<file path="config.mk">
export PLATFORM = sky130hd
export DESIGN_NAME = byte_deser
export DESIGN_NICKNAME = d
export VERILOG_FILES = /design/src/rtl/byte_deser.sv
export SDC_FILE = /design/constraint.sdc
export NUM_CORES = 1
export LEC_CHECK = 0
export CAP_MARGIN = 20
export CORE_MARGIN = 2
export CORE_UTILIZATION = 53
export CTS_BUF_LIST = sky130_fd_sc_hd__clkbuf_4 sky130_fd_sc_hd__clkbuf_8
export DETAILED_ROUTE_END_ITERATION = 6
export GPL_TIMING_DRIVEN = 0
export PLACE_DENSITY = 0.8
export RECOVER_POWER = 50
export SLEW_MARGIN = 20
export SYNTH_ARGS = -nofsm -noshare
export SYNTH_HDL_FRONTEND = slang
export SYNTH_SLANG_ARGS = --single-unit
</file>
<file path="constraint.sdc">
create_clock -name clk -period 2 [get_ports clk]
set_clock_uncertainty 0.2 [all_clocks]
set_input_delay 0.4 -clock clk [delete_from_list [all_inputs] [get_ports clk]]
set_output_delay 0.4 -clock clk [all_outputs]
set_load 0.02 [all_outputs]
</file>
<file path="src/rtl/byte_deser.sv">
// Framed serial-to-parallel deserializer with a one-word valid/ready holding buffer and sticky overrun/frame flags.
// Define BYTE_DESER_PARITY_EN to append an even-parity bit to each frame and report it on par_err.
module byte_deser #(
   parameter int WIDTH     = 8,
   parameter bit LSB_FIRST = 1'b0
) (
   input  logic             clk,
   input  logic             rst,
   input  logic             sin,
   input  logic             sin_valid,
   input  logic             sin_start,
   input  logic             out_ready,
   input  logic             clr_flags,
   output logic [WIDTH-1:0] out_data,
   output logic             out_valid,
   output logic             overrun,
`ifdef BYTE_DESER_PARITY_EN
   output logic             par_err,
`endif
   output logic             frame_err
);

   localparam int CW = $clog2(WIDTH + 1);

`ifdef BYTE_DESER_PARITY_EN
   typedef enum logic [1:0] {
      ST_IDLE   = 2'd0,
      ST_SHIFT  = 2'd1,
      ST_PARITY = 2'd2
   } state_t;
`else
   typedef enum logic [1:0] {
      ST_IDLE   = 2'd0,
      ST_SHIFT  = 2'd1
   } state_t;
`endif

   state_t           state_q, state_d;
   logic [CW-1:0]    cnt_q, cnt_d;
   logic [WIDTH-1:0] shreg_q, shreg_d;
   logic [WIDTH-1:0] out_data_q, out_data_d;
   logic             out_valid_q, out_valid_d;
   logic             overrun_q, overrun_d;
   logic             frame_err_q, frame_err_d;

   logic [WIDTH-1:0] shift_in;
   logic [WIDTH-1:0] word;
   logic             offer;
   logic             abort;
   logic             load;

`ifdef BYTE_DESER_PARITY_EN
   logic             par_new;
   logic             par_err_q, par_err_d;
`endif

   // Shift register with sin inserted; stale bits from an aborted frame fall off the far end.
   genvar gi;
   generate
      for (gi = 0; gi < WIDTH; gi++) begin : g_shift
         if (LSB_FIRST) begin : g_lsb
            if (gi == WIDTH - 1) begin : g_in
               assign shift_in[gi] = sin;
            end else begin : g_mv
               assign shift_in[gi] = shreg_q[gi+1];
            end
         end else begin : g_msb
            if (gi == 0) begin : g_in
               assign shift_in[gi] = sin;
            end else begin : g_mv
               assign shift_in[gi] = shreg_q[gi-1];
            end
         end
      end
   endgenerate

   always_comb begin
      state_d = state_q;
      cnt_d   = cnt_q;
      shreg_d = shreg_q;
      word    = shift_in;
      offer   = 1'b0;
      abort   = 1'b0;
`ifdef BYTE_DESER_PARITY_EN
      par_new = 1'b0;
`endif
      case (state_q)
         ST_IDLE: begin
            if (sin_valid && sin_start) begin
               shreg_d = shift_in;
               cnt_d   = CW'(1);
               state_d = ST_SHIFT;
            end
         end
         ST_SHIFT: begin
            if (sin_valid) begin
               shreg_d = shift_in;
               if (sin_start) begin
                  abort = 1'b1;
                  cnt_d = CW'(1);
               end else if (cnt_q == CW'(WIDTH - 1)) begin
                  cnt_d = '0;
`ifdef BYTE_DESER_PARITY_EN
                  state_d = ST_PARITY;
`else
                  offer   = 1'b1;
                  state_d = ST_IDLE;
`endif
               end else begin
                  cnt_d = cnt_q + CW'(1);
               end
            end
         end
`ifdef BYTE_DESER_PARITY_EN
         ST_PARITY: begin
            if (sin_valid) begin
               if (sin_start) begin
                  abort   = 1'b1;
                  shreg_d = shift_in;
                  cnt_d   = CW'(1);
                  state_d = ST_SHIFT;
               end else begin
                  offer   = 1'b1;
                  word    = shreg_q;
                  par_new = (^shreg_q) ^ sin;
                  state_d = ST_IDLE;
               end
            end
         end
`endif
         default: begin
            state_d = ST_IDLE;
            cnt_d   = '0;
         end
      endcase
   end

   // A held word that is being consumed on this edge frees the buffer for the new one.
   always_comb begin
      load        = offer && (!out_valid_q || out_ready);
      out_valid_d = load || (out_valid_q && !out_ready);
      out_data_d  = load ? word : out_data_q;
      overrun_d   = (offer && out_valid_q && !out_ready) || (overrun_q && !clr_flags);
      frame_err_d = abort || (frame_err_q && !clr_flags);
`ifdef BYTE_DESER_PARITY_EN
      par_err_d   = load ? par_new : par_err_q;
`endif
   end

   always_ff @(posedge clk) begin
      if (rst) begin
         state_q     <= ST_IDLE;
         cnt_q       <= '0;
         shreg_q     <= '0;
         out_data_q  <= '0;
         out_valid_q <= 1'b0;
         overrun_q   <= 1'b0;
         frame_err_q <= 1'b0;
`ifdef BYTE_DESER_PARITY_EN
         par_err_q   <= 1'b0;
`endif
      end else begin
         state_q     <= state_d;
         cnt_q       <= cnt_d;
         shreg_q     <= shreg_d;
         out_data_q  <= out_data_d;
         out_valid_q <= out_valid_d;
         overrun_q   <= overrun_d;
         frame_err_q <= frame_err_d;
`ifdef BYTE_DESER_PARITY_EN
         par_err_q   <= par_err_d;
`endif
      end
   end

   assign out_data  = out_data_q;
   assign out_valid = out_valid_q;
   assign overrun   = overrun_q;
   assign frame_err = frame_err_q;
`ifdef BYTE_DESER_PARITY_EN
   assign par_err   = par_err_q;
`endif

endmodule

</file>
==> impl_metrics.py, run 1 <==
metrics = {
    "layout": {
        "final_cells": 148,
        "final_core_util": 0.7071,
        "layout_common_cells": "dfxtp_1 (23), nand2b_1 (18), clkdlybuf4s50_1 (17)",
        "drive_gt1_frac": 0.09756,
        "area_delta_synth_final_pct": 22.78,
        "layout_commonest_cell": "dfxtp_1",
        "diodes": 0,
        "final_cell_area_sq_mm": 0.001247,
        "nNetsFinal": 132,
    },
    "worst_setup_path": {
        "crit_fanout": 2,
        "cp_top_family": "buffers and inverters",
        "crit_path_max_incr_delay_ns": 0.60,
        "worstPathCellList": "clkdlybuf4s50_1",
        "crit_start": "out_data[3]",
        "cpMaxStageDelayCell": "clkdlybuf4s50_1",
        "path_buf_inv": 1,
        "required_ns": 1.40,
        "worstPathArrival_ns": 1.27,
        "start_kind": "flip-flop",
        "criticalPathCategory": "flip-flop to output port",
        "end_kind": "output port",
        "reg2reg_from": "cnt_q[0]",
    },
    "placed_design": {
        "place_hpwl_um": 1344,
        "dpl_cell_area_sq_mm": 0.001217,
        "gp_congestion": 0.7298,
        "dpl_worst_slack_ns": -0.1955,
        "dp.cells": 144,
        "portBuffers": 17,
    },
    "power": {
        "swShare": 0.2262,
        "clkPwrFrac": 0.300,
        "ir_drop_mv": 0.4588,
        "power_uw": 762.9,
        "leakagePower_nw": 0.4643,
        "power_frac_comb": 0.087,
        "p_sw_uw": 172.6,
        "powerDensity_mw_per_mm2": 611.6,
        "sequentialPowerShare": 0.613,
        "internal_power_uw": 590.3,
    },
    "sta": {
        "hold_viol_final": 0,
        "worst_pin_slew_ns": 0.5478,
        "period_share": 0.9363,
        "holdWs_ns": 0.2779,
        "max_clock_freq_ghz": 0.5340,
        "rsz0062_at_grt": "false",
        "final-max-slew-violation-count": 0,
        "setup_tns_ns": 0,
        "slew_headroom": 0.6347,
        "fin_crit_ns": 1.873,
        "layout_setup_ws_ns": 0.1274,
        "setup_viol": 0,
    },
    "clock_network": {
        "tritoncts": "done",
        "cts.sinks": 23,
        "cts_hold_repair.buffers": 0,
        "cts_htree_levels": 1,
        "postCtsSetupBuffers": 0,
        "clk-insertion-delay-late_ns": 0.31,
        "cts_root_buf": "clkbuf_4",
        "cts_inserted_buffers": 3,
        "max-clock-path-buffers": 2,
        "cts_resized": 0,
        "clk_pin_slew_ns": 0.12,
    },
    "floorplan": {
        "die_w_um": 47.78,
        "die_area_sq_mm": 0.002283,
        "die_h_um": 47.78,
        "start_util": 0.5759,
        "rows": 15,
        "io_pins": 18,
        "core_area_sq_mm": 0.001764,
    },
    "synth": {
        "synth_top_cell_by_area": "dfxtp_1",
        "synth_nets": 110,
        "ys_ff_latch": 23,
        "synth.distinct_cells": 26,
        "synthTopCellsByArea": "dfxtp_1 (45%), mux2i_1 (15%), nand2b_1 (11%)",
        "ys_seq_area_frac": 0.4532,
        "synth.top_cell.area_share": 0.4532,
        "synth_warnings": 0,
        "syn_inst": 102,
        "synth_area_sq_mm": 0.001016,
        "syn_area_per_cell_sq_um": 9.961,
    },
    "routing": {
        "first_pass_iters": 4,
        "post_drt_wl_per_cell_um": 12.95,
        "first_iter_violations": 28,
        "drt_wl_total_um": 1917,
        "drc": 0,
        "ant_nets": 0,
        "dr_total_vias": 792,
        "viasPerCell": 5.351,
    },
    "grt": {
        "gr-total-overflow": 0,
        "antenna_found_initial": 0,
        "grt_pass1_vias": 735,
        "grt_pass1_wl_um": 3022,
        "grt_max_degree": 13,
        "track_usage": 0.1985,
    },
    "run": {
        "maxCapViolCount": 0,
    },
    "min_path": {
        "worstHoldStart": "out_data[5]",
        "hp-class": "flip-flop to flip-flop",
    },
    "status": {
        "status": "complete, no violations",
    },
}
## logic make-up after synthesis
family | Yosys count | share of synthesized area
multiplexers | 15 | 0.1478
AO/OA/AOI/OAI | 12 | 0.07267
flip-flops | 23 | 0.4532
AND/OR/NAND/NOR | 44 | 0.2611
buffers and inverters | 7 | 0.05294
adder cells (fa/ha/maj) | 1 | 0.01231
## cell type report
class	instances	area, sq um
fillers	153	516.7
multi-input cells	72	501.7
flip-flops and latches	23	460.4
repair buffers	17	170.2
plain buffers	6	50.05
well taps	25	31.28
clock buffers	4	30.03
inverters	1	3.754
## state kept, by name, indices dropped and copies added (netlist names)
signal     count
cnt_q          4
frame_err      1
out_data       8
out_valid      1
overrun        1
shreg_q        7
state_q        1
## routing by layer
metal  track usage  up-vias  wire length, um  share of wire
met5             0        -                0              0
met2        0.3360       20              974           0.51
li1              -      391                -              -
met4        0.1135        0               40          0.021
met1        0.2349      376              838           0.44
met3       0.03396        5               63          0.033
## cells in the mapped netlist (all sizes together)
| cell type | number |
|---|---|
| a21o | 1 |
| a21oi | 6 |
| a22oi | 1 |
| a311oi | 1 |
| a31oi | 1 |
| and3b | 1 |
| and4b | 2 |
| buf | 5 |
| clkbuf | 1 |
| dfxtp | 23 |
| ha | 1 |
| inv | 1 |
| mux2i | 15 |
| nand2 | 4 |
| nand2b | 18 |
| nand3 | 3 |
| nand3b | 2 |
| nand4b | 2 |
| nor2 | 9 |
| nor2b | 2 |
| o21ai | 2 |
| or4b | 1 |
## power by group through the flow
stage                     clock [mW]  combinational [mW]  sequential [mW]
final                          0.229              0.0663            0.468
after global routing           0.249              0.0718            0.469
after CTS                      0.231              0.0672            0.468
after detailed placement           0              0.0666            0.478
after global placement             0              0.0638            0.478
after floorplan                    0              0.0416            0.478
## final timing paths
check | to | slack (ns) | cells past startpoint
worst min register to register | out_data[5] | 0.28 | 2
worst max-delay path | out_data[3] | 0.13 | 1
worst max register to register | out_data[3] | 0.27 | 5
worst min-delay path | out_data[5] | 0.28 | 2
(Power assumes the default switching activity.)
==> run 2: changes to the inputs <==
--- a/config.mk
+++ b/config.mk
@@ -5,6 +5,7 @@
 export SDC_FILE = /design/constraint.sdc
 export NUM_CORES = 1
 export LEC_CHECK = 0
+export ABC_AREA = 1
 export CAP_MARGIN = 20
 export CORE_MARGIN = 2
 export CORE_UTILIZATION = 53
==> impl_metrics.py, run 2 <==
metrics = {
    "status": {
        "status": "complete, no violations",
    },
    "worst_setup_path": {
        "worstPathArrival_ns": 1.28,
        "reg2reg_from": "cnt_q[0]",
        "crit_path_max_incr_delay_ns": 0.60,
        "end_kind": "output port",
        "criticalPathCategory": "flip-flop to output port",
        "cp_top_family": "buffers and inverters",
        "cpMaxStageDelayCell": "clkdlybuf4s50_1",
        "crit_start": "out_data[4]",
        "crit_fanout": 2,
        "worstPathCellList": "clkdlybuf4s50_1",
        "required_ns": 1.40,
        "path_buf_inv": 1,
        "start_kind": "flip-flop",
    },
    "power": {
        "p_sw_uw": 184.7,
        "leakagePower_nw": 0.5433,
        "swShare": 0.2375,
        "sequentialPowerShare": 0.620,
        "clkPwrFrac": 0.293,
        "power_uw": 777.7,
        "internal_power_uw": 593.0,
        "power_frac_comb": 0.086,
        "ir_drop_mv": 0.4537,
        "powerDensity_mw_per_mm2": 624.7,
    },
    "grt": {
        "gr-total-overflow": 0,
        "grt_pass1_wl_um": 3111,
        "antenna_found_initial": 0,
        "grt_max_degree": 13,
        "grt_pass1_vias": 822,
        "track_usage": 0.1706,
    },
    "sta": {
        "setup_tns_ns": 0,
        "period_share": 0.9390,
        "rsz0062_at_grt": "false",
        "final-max-slew-violation-count": 0,
        "fin_crit_ns": 1.878,
        "holdWs_ns": 0.1710,
        "worst_pin_slew_ns": 0.2613,
        "layout_setup_ws_ns": 0.1219,
        "hold_viol_final": 0,
        "setup_viol": 0,
        "slew_headroom": 0.8252,
        "max_clock_freq_ghz": 0.5325,
    },
    "min_path": {
        "worstHoldStart": "rst",
        "hp-class": "input port to flip-flop",
    },
    "layout": {
        "final_core_util": 0.6478,
        "layout_commonest_cell": "inv_1",
        "drive_gt1_frac": 0.09697,
        "multi_input_area_sq_um": 410.4,
        "layout_common_cells": "inv_1 (30), nand2_1 (28), dfxtp_1 (23)",
        "nNetsFinal": 174,
        "final_cells": 192,
        "fillers": 185,
        "seqCellArea_sq_um": 460.4,
        "area_delta_synth_final_pct": 18.59,
        "final_cell_area_sq_mm": 0.001245,
        "diodes": 0,
        "largest_reg_flops": 8,
    },
    "synth": {
        "synth_top_cell_by_area": "dfxtp_1",
        "synth_warnings": 0,
        "synth_commonest_cells": "inv_1 (30), nand2_1 (26), dfxtp_1 (23), nand3_1 (13), nor2_1 (13)",
        "synth.distinct_cells": 21,
        "syn_area_per_cell_sq_um": 7.240,
        "synth.top_cell.area_share": 0.4386,
        "synth_area_sq_mm": 0.001050,
        "ys.flop_type": "dfxtp_1",
        "synth_edf_count": 0,
        "syn_inst": 145,
        "synthTopCellsByArea": "dfxtp_1 (44%), inv_1 (11%), nand2_1 (9.3%)",
        "async_flop_share": 0,
        "yosysMostFrequentCell": "inv_1",
        "synth_nets": 153,
        "ys_seq_area_frac": 0.4386,
        "ys_ff_latch": 23,
    },
    "placed_design": {
        "dpl_cell_area_sq_mm": 0.001244,
        "gp_congestion": 0.7717,
        "portBuffers": 16,
        "place_hpwl_um": 1435,
        "dpl_worst_slack_ns": 0.09078,
        "dp.cells": 188,
    },
    "floorplan": {
        "die_area_sq_mm": 0.002353,
        "die_w_um": 48.51,
        "io_pins": 18,
        "core_area_sq_mm": 0.001922,
        "start_util": 0.5462,
        "rows": 16,
        "die_h_um": 48.51,
    },
    "clock_network": {
        "postCtsSetupBuffers": 0,
        "cts_hold_repair.buffers": 0,
        "max-clock-path-buffers": 2,
        "cts.sinks": 23,
        "clk_pin_slew_ns": 0.12,
        "cts_inserted_buffers": 3,
        "cts_htree_levels": 1,
        "cts_root_buf": "clkbuf_4",
        "clk-insertion-delay-late_ns": 0.31,
        "cts_resized": 0,
        "tritoncts": "done",
    },
    "routing": {
        "first_pass_iters": 4,
        "ant_nets": 0,
        "viasPerCell": 4.656,
        "drc": 0,
        "post_drt_wl_per_cell_um": 9.979,
        "first_iter_violations": 14,
        "dr_total_vias": 894,
        "drt_wl_total_um": 1916,
    },
    "run": {
        "maxCapViolCount": 0,
    },
}
[run 2: cell count changes in the layout (fill, tap and decap cells not counted), sizes merged, moves of 5 or more]
cell and delta:
a21oi +6, inv +31, mux2i -15, nand2 +27
nand2b -18, nand3 +12, nor2 +6, o21ai +5
[run 2: kinds of logic after synthesis]
logic type,count (synthesis),share of synthesized area
compound gates,22,0.1132
flops,23,0.4386
buf+inv,37,0.1490
fa+ha+maj,1,0.01192
simple gates,62,0.2872
[run 2: area by class of cell]
cell class | instances | share of cell area
sequential | 23 | 0.3699
multi-input combinational | 85 | 0.3296
timing repair buffer | 16 | 0.1286
inverter | 33 | 0.09950
tap | 27 | 0.02714
clock buffer | 4 | 0.02412
buffer | 4 | 0.02111
[run 2: final timing paths]
check                           depth (start not counted)           to  slack [ns]
worst min-delay path                                    2      overrun        0.17
worst max-delay path                                    1  out_data[4]        0.12
worst max register to register                          7  out_data[0]        0.20
worst min register to register                          2    frame_err        0.27
[run 2: power groups by stage]
stage	Clock, mW	Combinational (mW)	Sequential [mW]
2_1_floorplan	0	0.0475	0.492
3_3_place_gp	0	0.0690	0.493
3_5_place_dp	0	0.0708	0.493
4_1_cts	0.234	0.0712	0.483
5_1_grt	0.252	0.0758	0.484
6_report	0.228	0.0672	0.482
[run 2: routing by layer]
| layer | vias up | wire length (um) | track usage |
|---|---|---|---|
| li1 | 483 | - | - |
| met1 | 393 | 848 | 0.1806 |
| met2 | 13 | 974 | 0.3079 |
| met3 | 5 | 47 | 0.03395 |
| met4 | 0 | 46 | 0.1095 |
| met5 | - | 0 | 0 |
